File: config.mk
export PLATFORM = sky130hd
export DESIGN_NAME = ycr1_cache_line_wb_mst
export DESIGN_NICKNAME = d
export VERILOG_FILES = /design/src/rtl/ycr1_cache_line_wb_mst.sv
export SDC_FILE = /design/constraint.sdc
export NUM_CORES = 1
export LEC_CHECK = 0
export CORE_MARGIN = 5
export CORE_UTILIZATION = 39
export CTS_CLUSTER_SIZE = 28
export DETAILED_ROUTE_END_ITERATION = 16
export PLACE_DENSITY = 0.82
export SLEW_MARGIN = 40
export SYNTH_ARGS = -nofsm -noshare
export SYNTH_HDL_FRONTEND = slang
export SYNTH_SLANG_ARGS = --single-unit
File: constraint.sdc
create_clock -name clk -period 2.3 [get_ports clk]
set_clock_uncertainty 0.15 [all_clocks]
set_input_delay 0.345 -clock clk [delete_from_list [all_inputs] [get_ports clk]]
set_output_delay 0.345 -clock clk [all_outputs]
set_load 0.05 [all_outputs]
File: src/rtl/ycr1_cache_line_wb_mst.sv
// Cache-side Wishbone burst master: one line refill or writeback per request,
// issued as a single fixed-length burst with per-beat ack and abort handling.
module ycr1_cache_line_wb_mst #(
  parameter int unsigned YCR1_WB_WIDTH = 32,
  parameter int unsigned LINE_WORDS    = 8,
  parameter int unsigned TIMEOUT_CYC   = 1024
) (
  input  logic                           clk,
  input  logic                           rst_n,
  // cache controller request
  input  logic                           req_valid,
  output logic                           req_ready,
  input  logic                           req_we,
  input  logic [YCR1_WB_WIDTH-1:0]       req_addr,
  // line buffer
  output logic [$clog2(LINE_WORDS)-1:0]  lb_rd_idx,
  input  logic [YCR1_WB_WIDTH-1:0]       lb_rd_data,
  output logic                           lb_wr_en,
  output logic [$clog2(LINE_WORDS)-1:0]  lb_wr_idx,
  output logic [YCR1_WB_WIDTH-1:0]       lb_wr_data,
  output logic                           done,
  output logic                           done_err,
  // Wishbone master
  output logic                           wbd_stb_o,
  output logic [YCR1_WB_WIDTH-1:0]       wbd_adr_o,
  output logic                           wbd_we_o,
  output logic [YCR1_WB_WIDTH-1:0]       wbd_dat_o,
  output logic [3:0]                     wbd_sel_o,
  output logic [9:0]                     wbd_bl_o,
  input  logic [YCR1_WB_WIDTH-1:0]       wbd_dat_i,
  input  logic                           wbd_ack_i,
  input  logic                           wbd_lack_i,
  input  logic                           wbd_err_i
);

  localparam int unsigned IDXW     = $clog2(LINE_WORDS);
  localparam int unsigned TMOW     = (TIMEOUT_CYC > 1) ? $clog2(TIMEOUT_CYC + 1) : 1;
  localparam int unsigned TMO_LAST = (TIMEOUT_CYC == 0) ? 0 : TIMEOUT_CYC - 1;
  localparam logic [IDXW-1:0]          BEAT_LAST = IDXW'(LINE_WORDS - 1);
  localparam logic [TMOW-1:0]          TMO_MAX   = '1;
  localparam logic [YCR1_WB_WIDTH-1:0] ADR_MASK  = ~(YCR1_WB_WIDTH'(LINE_WORDS * 4 - 1));

  typedef enum logic [1:0] {ST_IDLE, ST_BURST, ST_GAP} state_e;

  state_e                   state_q, state_d;
  logic [IDXW-1:0]          beat_q, beat_d;
  logic [TMOW-1:0]          tmo_q, tmo_d;
  logic [YCR1_WB_WIDTH-1:0] adr_q, adr_d;
  logic                     we_q, we_d;
  logic [3:0]               sel_q, sel_d;
  logic [9:0]               bl_q, bl_d;
  logic                     stb_q, stb_d;
  logic                     ready_q, ready_d;
  logic                     wr_en_q, wr_en_d;
  logic [IDXW-1:0]          wr_idx_q, wr_idx_d;
  logic [YCR1_WB_WIDTH-1:0] wr_data_q, wr_data_d;
  logic                     done_q, done_d;
  logic                     done_err_q, done_err_d;

  // State register
  always_ff @(posedge clk or negedge rst_n) begin
    if (!rst_n) state_q <= ST_IDLE;
    else        state_q <= state_d;
  end

  // Next-state and output decode
  always_comb begin
    state_d    = state_q;
    beat_d     = beat_q;
    tmo_d      = tmo_q;
    adr_d      = adr_q;
    we_d       = we_q;
    sel_d      = sel_q;
    bl_d       = bl_q;
    wr_en_d    = 1'b0;
    wr_idx_d   = wr_idx_q;
    wr_data_d  = wr_data_q;
    done_d     = 1'b0;
    done_err_d = 1'b0;
    case (state_q)
      ST_IDLE: begin
        if (req_valid) begin
          state_d = ST_BURST;
          adr_d   = req_addr & ADR_MASK;
          we_d    = req_we;
          sel_d   = 4'hF;
          bl_d    = 10'(LINE_WORDS);
          beat_d  = '0;
          tmo_d   = '0;
        end
      end
      ST_BURST: begin
        if (wbd_err_i) begin
          // error wins over a coincident ack; that beat is dropped
          state_d    = ST_GAP;
          done_d     = 1'b1;
          done_err_d = 1'b1;
        end else if (wbd_ack_i) begin
          tmo_d = '0;
          if (!we_q) begin
            wr_en_d   = 1'b1;
            wr_idx_d  = beat_q;
            wr_data_d = wbd_dat_i;
          end
          if (beat_q == BEAT_LAST) begin
            state_d = ST_GAP;
            done_d  = 1'b1;
          end else if (wbd_lack_i) begin
            state_d    = ST_GAP;
            done_d     = 1'b1;
            done_err_d = 1'b1;
          end else begin
            beat_d = beat_q + IDXW'(1);
          end
        end else if ((TIMEOUT_CYC != 0) && (tmo_q == TMOW'(TMO_LAST))) begin
          state_d    = ST_GAP;
          done_d     = 1'b1;
          done_err_d = 1'b1;
        end else if (tmo_q != TMO_MAX) begin
          tmo_d = tmo_q + TMOW'(1);
        end
      end
      ST_GAP:  state_d = ST_IDLE;
      default: state_d = ST_IDLE;
    endcase
    stb_d   = (state_d == ST_BURST);
    ready_d = (state_d == ST_IDLE);
  end

  // Datapath and registered outputs
  always_ff @(posedge clk or negedge rst_n) begin
    if (!rst_n) begin
      beat_q     <= '0;
      tmo_q      <= '0;
      adr_q      <= '0;
      we_q       <= 1'b0;
      sel_q      <= '0;
      bl_q       <= '0;
      stb_q      <= 1'b0;
      ready_q    <= 1'b1;
      wr_en_q    <= 1'b0;
      wr_idx_q   <= '0;
      wr_data_q  <= '0;
      done_q     <= 1'b0;
      done_err_q <= 1'b0;
    end else begin
      beat_q     <= beat_d;
      tmo_q      <= tmo_d;
      adr_q      <= adr_d;
      we_q       <= we_d;
      sel_q      <= sel_d;
      bl_q       <= bl_d;
      stb_q      <= stb_d;
      ready_q    <= ready_d;
      wr_en_q    <= wr_en_d;
      wr_idx_q   <= wr_idx_d;
      wr_data_q  <= wr_data_d;
      done_q     <= done_d;
      done_err_q <= done_err_d;
    end
  end

  assign req_ready  = ready_q;
  assign lb_rd_idx  = beat_q;
  assign lb_wr_en   = wr_en_q;
  assign lb_wr_idx  = wr_idx_q;
  assign lb_wr_data = wr_data_q;
  assign done       = done_q;
  assign done_err   = done_err_q;
  assign wbd_stb_o  = stb_q;
  assign wbd_adr_o  = adr_q;
  assign wbd_we_o   = we_q;
  assign wbd_sel_o  = sel_q;
  assign wbd_bl_o   = bl_q;
  // writeback word follows the beat counter through the line buffer read port
  assign wbd_dat_o  = lb_rd_data;

endmodule

==> impl_metrics.json, run 1 <==
{
  "placed_cells_incl_taps": 535,
  "mostFrequentLayoutCell": "sky130_fd_sc_hd__clkdlybuf4s50_1",
  "dr.first_iter.drc_count": 99,
  "final_count_of_pins_violating_max_slew": 0,
  "initial_core_util_pct": 40.3,
  "regToRegEndpoint": "tmo_q[6]",
  "grt_pass1_vias": 2889,
  "groute.layer.met2.usage_pct": 24.3,
  "period_share_pct": 94.7,
  "r2r_setup_slack_ns": 0.25,
  "type_of_the_setup_path_with_the_least_slack": "flip-flop to output pin",
  "hold_viol_final": 0,
  "final_antenna_net_count": 0,
  "worstSetupEndpoint": "req_ready",
  "cts-resized-gates": 0,
  "routed-via-count": 2657,
  "number_of_inserted_diodes": 0,
  "grt_first_pass_wirelength_microns": 15000,
  "synth-seq-cells": 85,
  "postSynthCellCount": 297,
  "die_area_sq_um": 12300,
  "yosysSeqAreaShare_pct": 53.6,
  "clkTransAtPathRegs_ns": 0.09,
  "critPathMaxStageDelay_ns": 0.82,
  "setup_tns_ns": 0,
  "count_of_cells_along_the_worst_register_to_register_path": 5,
  "wl_per_cell_microns": 16.7,
  "post-route-min-period_ns": 2.18,
  "cts-buffers-inserted": 9,
  "dp_hpwl_microns": 6860,
  "floorplan.rows": 36,
  "antenna_found_initial": 0,
  "grt_setup_unrepaired": "false",
  "layout.nets": 520,
  "num_io_pins": 225,
  "synth.area.top_cells": "sky130_fd_sc_hd__dfrtp_1 53%, sky130_fd_sc_hd__mux2_4 11%, sky130_fd_sc_hd__mux2_2 10%",
  "critical_path_cell_count": 1,
  "design.core.area_sq_um": 9860,
  "final_layout_size_suffix_gt1_share_pct": 23.4,
  "pin_count_of_the_biggest_net_entering_global_routing": 43,
  "async_flop_share_pct": 100,
  "synth_edf_count": 0,
  "synthDistinctLibCells": 45,
  "avgSynthCellArea_sq_um": 13.4,
  "critPathTopFamily": "buffers and inverters",
  "post-synth-top-area-cell": "sky130_fd_sc_hd__dfrtp_1",
  "final.fill_count": 813,
  "endpoint_kind": "output pin",
  "static-leakage-power_nw": 2.41,
  "final_setup_vio_count": 0,
  "utilization_pct": 55.3,
  "floorplan.die.height_microns": 111,
  "htreeDepth": 3,
  "die-width_microns": 111,
  "tightest_slew_ns": 0.554,
  "worstSkewPairLatency_ns": 0.35,
  "area_growth_pct": 37.5,
  "buffer_levels_on_the_longest_clock_path": 2,
  "number_of_non_filler_instances_in_the_completed_layout": 552,
  "worstSetupStartpoint": "req_ready",
  "cap_viol_max_count": 0,
  "hold_path.class": "input pin to async pin",
  "grt.overflow.total": 0,
  "maximum_fanout_count_along_the_critical_path": 1,
  "power_mw": 8.61,
  "run_status": "complete, no violations",
  "synthesis.area_sq_um": 3970,
  "worst_path_max_delay_cell": "sky130_fd_sc_hd__clkdlybuf4s50_1",
  "timing.critical_path.cells": "clkdlybuf4s50_1",
  "path_buf_inv": 1,
  "cts_num_sinks": 85,
  "yosysWarningCount": 0,
  "drc": 0,
  "startpoint_of_the_worst_slack_reg_to_reg_timing_path": "tmo_q[0]",
  "port_buffers": 141,
  "grt-busiest-layer": "met2",
  "gp_congestion": 0.820,
  "layout.cells.most_common_list": "140 x sky130_fd_sc_hd__clkdlybuf4s50_1, 84 x sky130_fd_sc_hd__dfrtp_1, 37 x sky130_fd_sc_hd__mux2_2",
  "gr-usage-met1_pct": 18.0,
  "clock-root-buffer": "sky130_fd_sc_hd__clkbuf_8",
  "ir_drop_uv": 926,
  "vias_per_cell": 4.81,
  "detailedRoute.firstPassIterationCount": 4,
  "grt.total_usage_pct": 15.0,
  "fmaxAchievable_mhz": 459,
  "wl_microns": 9200,
  "critPathLaunchType": "flip-flop",
  "yosys.area.top_type_share_pct": 52.9,
  "slew_headroom_pct": 63.0,
  "globalRouteMet3Util_pct": 6.22,
  "p_per_area_nw_per_um2": 1580,
  "crit_arrival_ns": 1.68,
  "cts_setup_buffers": 0,
  "required_ns": 1.80,
  "dominantRegCellSynth": "sky130_fd_sc_hd__dfrtp_1",
  "cts_hold_buffers": 1,
  "tritoncts_clock_tree": "done"
}
## per-stage QoR
step	hold WS (ns)	setup WS, ns	area [sq um]
final	0.235	0.121	5460
after global placement	0.0631	0.0181	5240
after floorplan	-0.101	0.279	4020
after global routing	0.235	0.0521	5460
after detailed placement	0.0650	0.00617	5240
after CTS	0.213	0.0898	5460
## sequential cells by signal (all words and copies together) (netlist names)
name,cells
done_err,1
wbd_sel_o,1
req_ready,1
tmo_q,11
wbd_stb_o,1
done,1
lb_wr_idx,3
lb_rd_idx,3
lb_wr_en,1
lb_wr_data,32
wbd_we_o,1
state_q,2
wbd_adr_o,27
## report_power, final
group | leakage (nW) | total (mW) | switching, mW | internal (mW)
registers | 1.05 | 2.52 | 0.390 | 2.13
logic | 1.26 | 4.95 | 3.00 | 1.95
clock network | 0.103 | 1.13 | 0.525 | 0.610
total | 2.41 | 8.61 | 3.92 | 4.69
## area by class of cell
class | count | area, sq um | area share, %
well taps | 133 | 166 | 3.05
inverters | 11 | 41.3 | 0.756
flip-flops and latches | 85 | 2130 | 39.0
clock inverters | 5 | 77.6 | 1.42
clock buffers | 11 | 131 | 2.41
multi-input cells | 155 | 1380 | 25.3
repair buffers | 152 | 1530 | 28.1
## cell usage after synthesis, types with 4 or more instances
cell type                  n
sky130_fd_sc_hd__dfrtp_1  84
sky130_fd_sc_hd__mux2_4   29
sky130_fd_sc_hd__nand2_1   4
sky130_fd_sc_hd__inv_1    10
sky130_fd_sc_hd__buf_2     4
sky130_fd_sc_hd__o21ai_0   4
sky130_fd_sc_hd__mux2_2   37
sky130_fd_sc_hd__nor2_1   10
sky130_fd_sc_hd__nor3_1    4
sky130_fd_sc_hd__nand3_1   4
sky130_fd_sc_hd__buf_4    50
sky130_fd_sc_hd__a21oi_1   8
## worst min-delay path by stage
stage	to	from	slack [ns]	cells past startpoint
after floorplan	done	rst_n	-0.10	0
after global placement	lb_wr_data[15]	rst_n	0.06	1
after detailed placement	lb_wr_data[15]	rst_n	0.07	1
after CTS	lb_wr_data[15]	rst_n	0.21	2
after global routing	lb_wr_data[15]	rst_n	0.24	2
final	lb_wr_data[15]	rst_n	0.23	2
## kinds of logic (layout without fill, tap and decap cells)
group | after synthesis | count (layout) | share of synthesized area [%]
fa+ha+maj | 3 | 3 | 0.945
other cells | 1 | 14 | 0.0944
compound gates | 27 | 27 | 4.60
simple gates | 44 | 44 | 6.18
flops | 85 | 85 | 53.6
mux | 67 | 67 | 21.7
buf+inv | 70 | 179 | 12.9
## routing by layer
metal,vias to the layer above,routed length (microns)
met1,1302,3750
met4,0,210
met5,-,0
met2,121,4490
met3,30,753
li1,1204,-
No activity file was read; power rests on OpenSTA's default activity.
==> inputs of run 2 (changes only) <==
Settings changed: PLACE_DENSITY 0.82 to 0.88.
==> impl_metrics.json, run 2 (same netlist as run 1, synthesis figures left out) <==
{
  "run_status": "complete, no violations",
  "slew_headroom_pct": 64.4,
  "setup_tns_ns": 0,
  "switching_power_mw": 3.98,
  "tritoncts_clock_tree": "done",
  "design.core.area_sq_um": 9860,
  "floorplan.die.height_microns": 111,
  "gp_congestion": 0.823,
  "finish.instance_area_sq_um": 5460,
  "combinationalPowerShare_pct": 57.9,
  "die-width_microns": 111,
  "worst_path_max_delay_cell": "sky130_fd_sc_hd__clkdlybuf4s50_1",
  "final.fill_count": 796,
  "post-route-min-period_ns": 2.17,
  "grt_setup_unrepaired": "false",
  "dp_hpwl_microns": 7090,
  "placement.cell_area_sq_um": 5250,
  "final_layout_size_suffix_gt1_share_pct": 24.0,
  "path_buf_inv": 1,
  "hold_viol_final": 0,
  "htreeDepth": 3,
  "hold_path.class": "flip-flop to flip-flop",
  "drc": 0,
  "fmaxAchievable_mhz": 460,
  "critPathTopFamily": "buffers and inverters",
  "pin_count_of_the_biggest_net_entering_global_routing": 48,
  "layout.cells.most_common_list": "139 x sky130_fd_sc_hd__clkdlybuf4s50_1, 84 x sky130_fd_sc_hd__dfrtp_1, 37 x sky130_fd_sc_hd__mux2_2",
  "dr.first_iter.drc_count": 191,
  "antenna_found_initial": 0,
  "wl_microns": 9160,
  "worstSkewPairLatency_ns": 0.35,
  "layout_setup_ws_ns": 0.125,
  "p_per_area_nw_per_um2": 1570,
  "critPathLaunchType": "flip-flop",
  "endpoint_kind": "output pin",
  "clkTransAtPathRegs_ns": 0.09,
  "period_share_pct": 94.6,
  "grt_first_pass_wirelength_microns": 14600,
  "finalHoldWorstSlack_ns": 0.358,
  "type_of_the_setup_path_with_the_least_slack": "flip-flop to output pin",
  "final_antenna_net_count": 0,
  "vias_per_cell": 4.85,
  "timing.critical_path.cells": "clkdlybuf4s50_1",
  "ir_drop_uv": 851,
  "port_buffers": 141,
  "die_area_sq_um": 12300,
  "maximum_fanout_count_along_the_critical_path": 4,
  "power.share.switching_pct": 46.3,
  "critPathMaxStageDelay_ns": 0.85,
  "grt_pass1_vias": 2808,
  "initial_core_util_pct": 40.3,
  "clkPwrFrac_pct": 12.8,
  "final_count_of_pins_violating_max_slew": 0,
  "grt.overflow.total": 0,
  "floorplan.rows": 36,
  "tightest_slew_ns": 0.532,
  "wl_per_cell_microns": 16.6,
  "buffer_levels_on_the_longest_clock_path": 2,
  "detailedRoute.firstPassIterationCount": 4,
  "required_ns": 1.80,
  "power_mw": 8.59,
  "routed-via-count": 2681,
  "flip_flop_count_of_the_largest_register_all_copies_and_words_added": 32,
  "detailedPlace.worstSlack_ns": 0.00937,
  "mostFrequentLayoutCell": "sky130_fd_sc_hd__clkdlybuf4s50_1",
  "number_of_inserted_diodes": 0,
  "cts-buffers-inserted": 9,
  "final_setup_vio_count": 0,
  "grt.total_usage_pct": 14.7,
  "p_int_mw": 4.61,
  "area_growth_pct": 37.6,
  "layout.nets": 521,
  "clock-root-buffer": "sky130_fd_sc_hd__clkbuf_8",
  "number_of_non_filler_instances_in_the_completed_layout": 553,
  "utilization_pct": 55.4,
  "static-leakage-power_nw": 2.43,
  "crit_arrival_ns": 1.68,
  "num_io_pins": 225,
  "power_frac_seq_pct": 29.3,
  "placed_cells_incl_taps": 536,
  "cts_num_sinks": 85,
  "cap_viol_max_count": 0
}
[run 2: changes by cell type in the layout (fill, tap and decap cells not counted), sizes merged]
cell           delta
buf               +1
bufinv            -1
clkbuf            -2
clkdlybuf4s50     -1
clkinv            -1
clkinvlp          -1
dlymetal6s2s      +1
inv               +5
[run 2: path summary, 6_finish.rpt]
kind                               from            end  slack [ns]  cells past startpoint
hold / removal                tmo_q[10]      tmo_q[10]        0.36                      1
hold reg to reg               tmo_q[10]      tmo_q[10]        0.36                      1
setup / recovery           lb_rd_idx[1]   lb_rd_idx[1]        0.13                      1
min in group asynchronous         rst_n  lb_wr_data[8]        0.37                      2
max in group asynchronous         rst_n  wbd_adr_o[14]        0.98                      3
setup reg to reg               tmo_q[0]       tmo_q[0]        0.25                      5
[run 2: area by class of cell]
class,instances,area (sq um),area share [%]
clock buffer,9,124,2.27
multi-input combinational,155,1380,25.3
clock inverter,7,78.8,1.44
inverter,11,41.3,0.756
sequential,85,2130,39.0
tap,133,166,3.05
timing repair buffer,153,1540,28.2
[run 2: per-layer routing]
| layer | part of all wire (%) | track usage (%) | up-vias |
|---|---|---|---|
| li1 | - | - | 1207 |
| met1 | 40 | 17.3 | 1307 |
| met2 | 49 | 24.3 | 136 |
| met3 | 8.7 | 6.00 | 31 |
| met4 | 2.2 | 5.25 | 0 |
| met5 | 0 | 0 | - |
[run 2: repair_timing]
| action | in CTS | in global routing |
|---|---|---|
| buffers inserted | 0 | 0 |
| gates resized for setup | 0 | 1 |
| hold endpoints to repair | 37 | 0 |
| hold buffers | 1 | 0 |
| setup endpoints to repair | 0 | 1 |
[run 2: power groups by stage]
| stage | clock [mW] | combinational, mW | sequential [mW] |
|---|---|---|---|
| detailed placement | 0 | 5.01 | 2.56 |
| global route | 1.22 | 5.16 | 2.61 |
| finish | 1.10 | 4.97 | 2.52 |
| global placement | 0 | 4.93 | 2.52 |
| floorplan | 0 | 1.40 | 4.60 |
| CTS | 1.15 | 5.03 | 2.53 |
==> inputs of run 3 (changes only) <==
==> constraint.sdc (replaced) <==
create_clock -name clk -period 2.3 [get_ports clk]
set_clock_uncertainty 0.15 [all_clocks]
set_input_delay 0.46 -clock clk [delete_from_list [all_inputs] [get_ports clk]]
set_output_delay 0.46 -clock clk [all_outputs]
set_load 0.05 [all_outputs]
==> impl_metrics.json, run 3 (same netlist as run 1, synthesis figures left out) <==
{
  "run_status": "complete, no violations",
  "globalRouteMet3Util_pct": 5.29,
  "grt.total_usage_pct": 14.8,
  "floorplan.rows": 36,
  "routed-via-count": 2681,
  "cts-resized-gates": 0,
  "initial_core_util_pct": 40.3,
  "maximum_fanout_count_along_the_critical_path": 6,
  "grt_pass1_vias": 2818,
  "area_growth_pct": 37.4,
  "setup_tns_ns": 0,
  "cts_hold_buffers": 1,
  "critPathLaunchType": "flip-flop",
  "wl_per_cell_microns": 16.6,
  "placement.cell_area_sq_um": 5280,
  "layout.cells.most_common_list": "137 x sky130_fd_sc_hd__clkdlybuf4s50_1, 84 x sky130_fd_sc_hd__dfrtp_1, 37 x sky130_fd_sc_hd__mux2_2",
  "tightest_slew_ns": 0.537,
  "required_ns": 1.69,
  "final_setup_vio_count": 0,
  "clock-root-buffer": "sky130_fd_sc_hd__clkbuf_8",
  "final_count_of_pins_violating_max_slew": 0,
  "finish.instance_area_sq_um": 5460,
  "wl_microns": 9280,
  "final.fill_count": 812,
  "number_of_inserted_diodes": 0,
  "placed_cells_incl_taps": 541,
  "layout.nets": 526,
  "type_of_the_setup_path_with_the_least_slack": "flip-flop to output pin",
  "die-width_microns": 111,
  "clkTransAtPathRegs_ns": 0.08,
  "design.core.area_sq_um": 9860,
  "timing.critical_path.cells": "clkdlybuf4s50_1",
  "final_antenna_net_count": 0,
  "antenna_found_initial": 0,
  "path_buf_inv": 1,
  "cap_viol_max_count": 0,
  "multi_input_comb_area_sq_um": 1380,
  "groute.layer.met2.usage_pct": 25.2,
  "cts_num_sinks": 85,
  "htreeDepth": 3,
  "grt_setup_unrepaired": "false",
  "floorplan.die.height_microns": 111,
  "slew_headroom_pct": 64.1,
  "worstSkewPairLatency_ns": 0.33,
  "post-route-min-period_ns": 2.20,
  "hold_path.class": "flip-flop to flip-flop",
  "critPathMaxStageDelay_ns": 0.83,
  "drc": 0,
  "static-leakage-power_nw": 2.42,
  "cts-buffers-inserted": 9,
  "fmaxAchievable_mhz": 455,
  "die_area_sq_um": 12300,
  "sequential_cell_area_sq_um": 2130,
  "port_buffers": 141,
  "dr.first_iter.drc_count": 204,
  "gp_congestion": 0.829,
  "buffer_levels_on_the_longest_clock_path": 2,
  "number_of_non_filler_instances_in_the_completed_layout": 558,
  "hold_viol_final": 0,
  "grt_first_pass_wirelength_microns": 14700,
  "tritoncts_clock_tree": "done",
  "p_per_area_nw_per_um2": 1550,
  "mostFrequentLayoutCell": "sky130_fd_sc_hd__clkdlybuf4s50_1",
  "detailedRoute.firstPassIterationCount": 4,
  "worst_path_max_delay_cell": "sky130_fd_sc_hd__clkdlybuf4s50_1",
  "gr-usage-met1_pct": 17.1,
  "ir_drop_uv": 786,
  "num_io_pins": 225,
  "cts_setup_buffers": 0,
  "grt-busiest-layer": "met2",
  "endpoint_kind": "output pin",
  "critPathTopFamily": "buffers and inverters",
  "flip_flop_count_of_the_largest_register_all_copies_and_words_added": 32,
  "final_layout_size_suffix_gt1_share_pct": 25.2,
  "period_share_pct": 95.5,
  "pin_count_of_the_biggest_net_entering_global_routing": 48,
  "vias_per_cell": 4.80,
  "dp_hpwl_microns": 7240,
  "crit_arrival_ns": 1.59,
  "grt.overflow.total": 0
}
==> run 3: cell count changes in the layout (fill, tap and decap cells not counted), sizes merged <==
cell / delta
buf: +8
inv: -5
clkbuf: +3
clkdlybuf4s50: -2
clkinvlp: +2
bufinv: -1
clkinv: +1
dlymetal6s2s: -1
==> run 3: stage by stage <==
stage / power, mW / hold WS [ns] / setup WS (ns) / utilization (%)
global placement: 7.49 / 0.309 / -0.0769 / 53.5
detailed placement: 7.61 / 0.325 / -0.127 / 53.5
finish: 8.47 / 0.356 / 0.104 / 55.3
CTS: 8.57 / 0.360 / 0.0616 / 55.3
global route: 8.86 / 0.376 / 0.0229 / 55.3
floorplan: 6.00 / 0.0144 / 0.279 / -
==> run 3: cell type report <==
type | count | area share [%]
Clock inverter | 4 | 0.459
Sequential cell | 85 | 39.0
Multi-Input combinational cell | 155 | 25.3
Tap cell | 133 | 3.05
Inverter | 11 | 0.757
Timing Repair Buffer | 158 | 28.7
Clock buffer | 12 | 2.66
==> run 3: path summary, 6_finish.rpt <==
kind / start / cells past startpoint / to / slack (ns)
max in group asynchronous: rst_n / 3 / lb_wr_data[28] / 0.86
min in group asynchronous: rst_n / 2 / lb_wr_data[11] / 0.49
min: lb_wr_data[0] / 1 / lb_wr_data[0] / 0.36
min reg2reg: lb_wr_data[0] / 1 / lb_wr_data[0] / 0.36
max reg2reg: tmo_q[0] / 6 / tmo_q[6] / 0.26
max: wbd_sel_o[0] / 1 / wbd_sel_o[0] / 0.10
==> run 3: where the power goes <==
part           internal [mW]  switching [mW]  leakage (nW)
Sequential              2.13           0.379          1.05
Clock                  0.420           0.513        0.0824
Combinational           1.99            3.03          1.29
==> run 3: per-layer routing <==
layer	routed length (microns)	up-vias
li1	-	1224
met1	3710	1302
met2	4600	128
met3	765	27
met4	217	0
met5	0	-
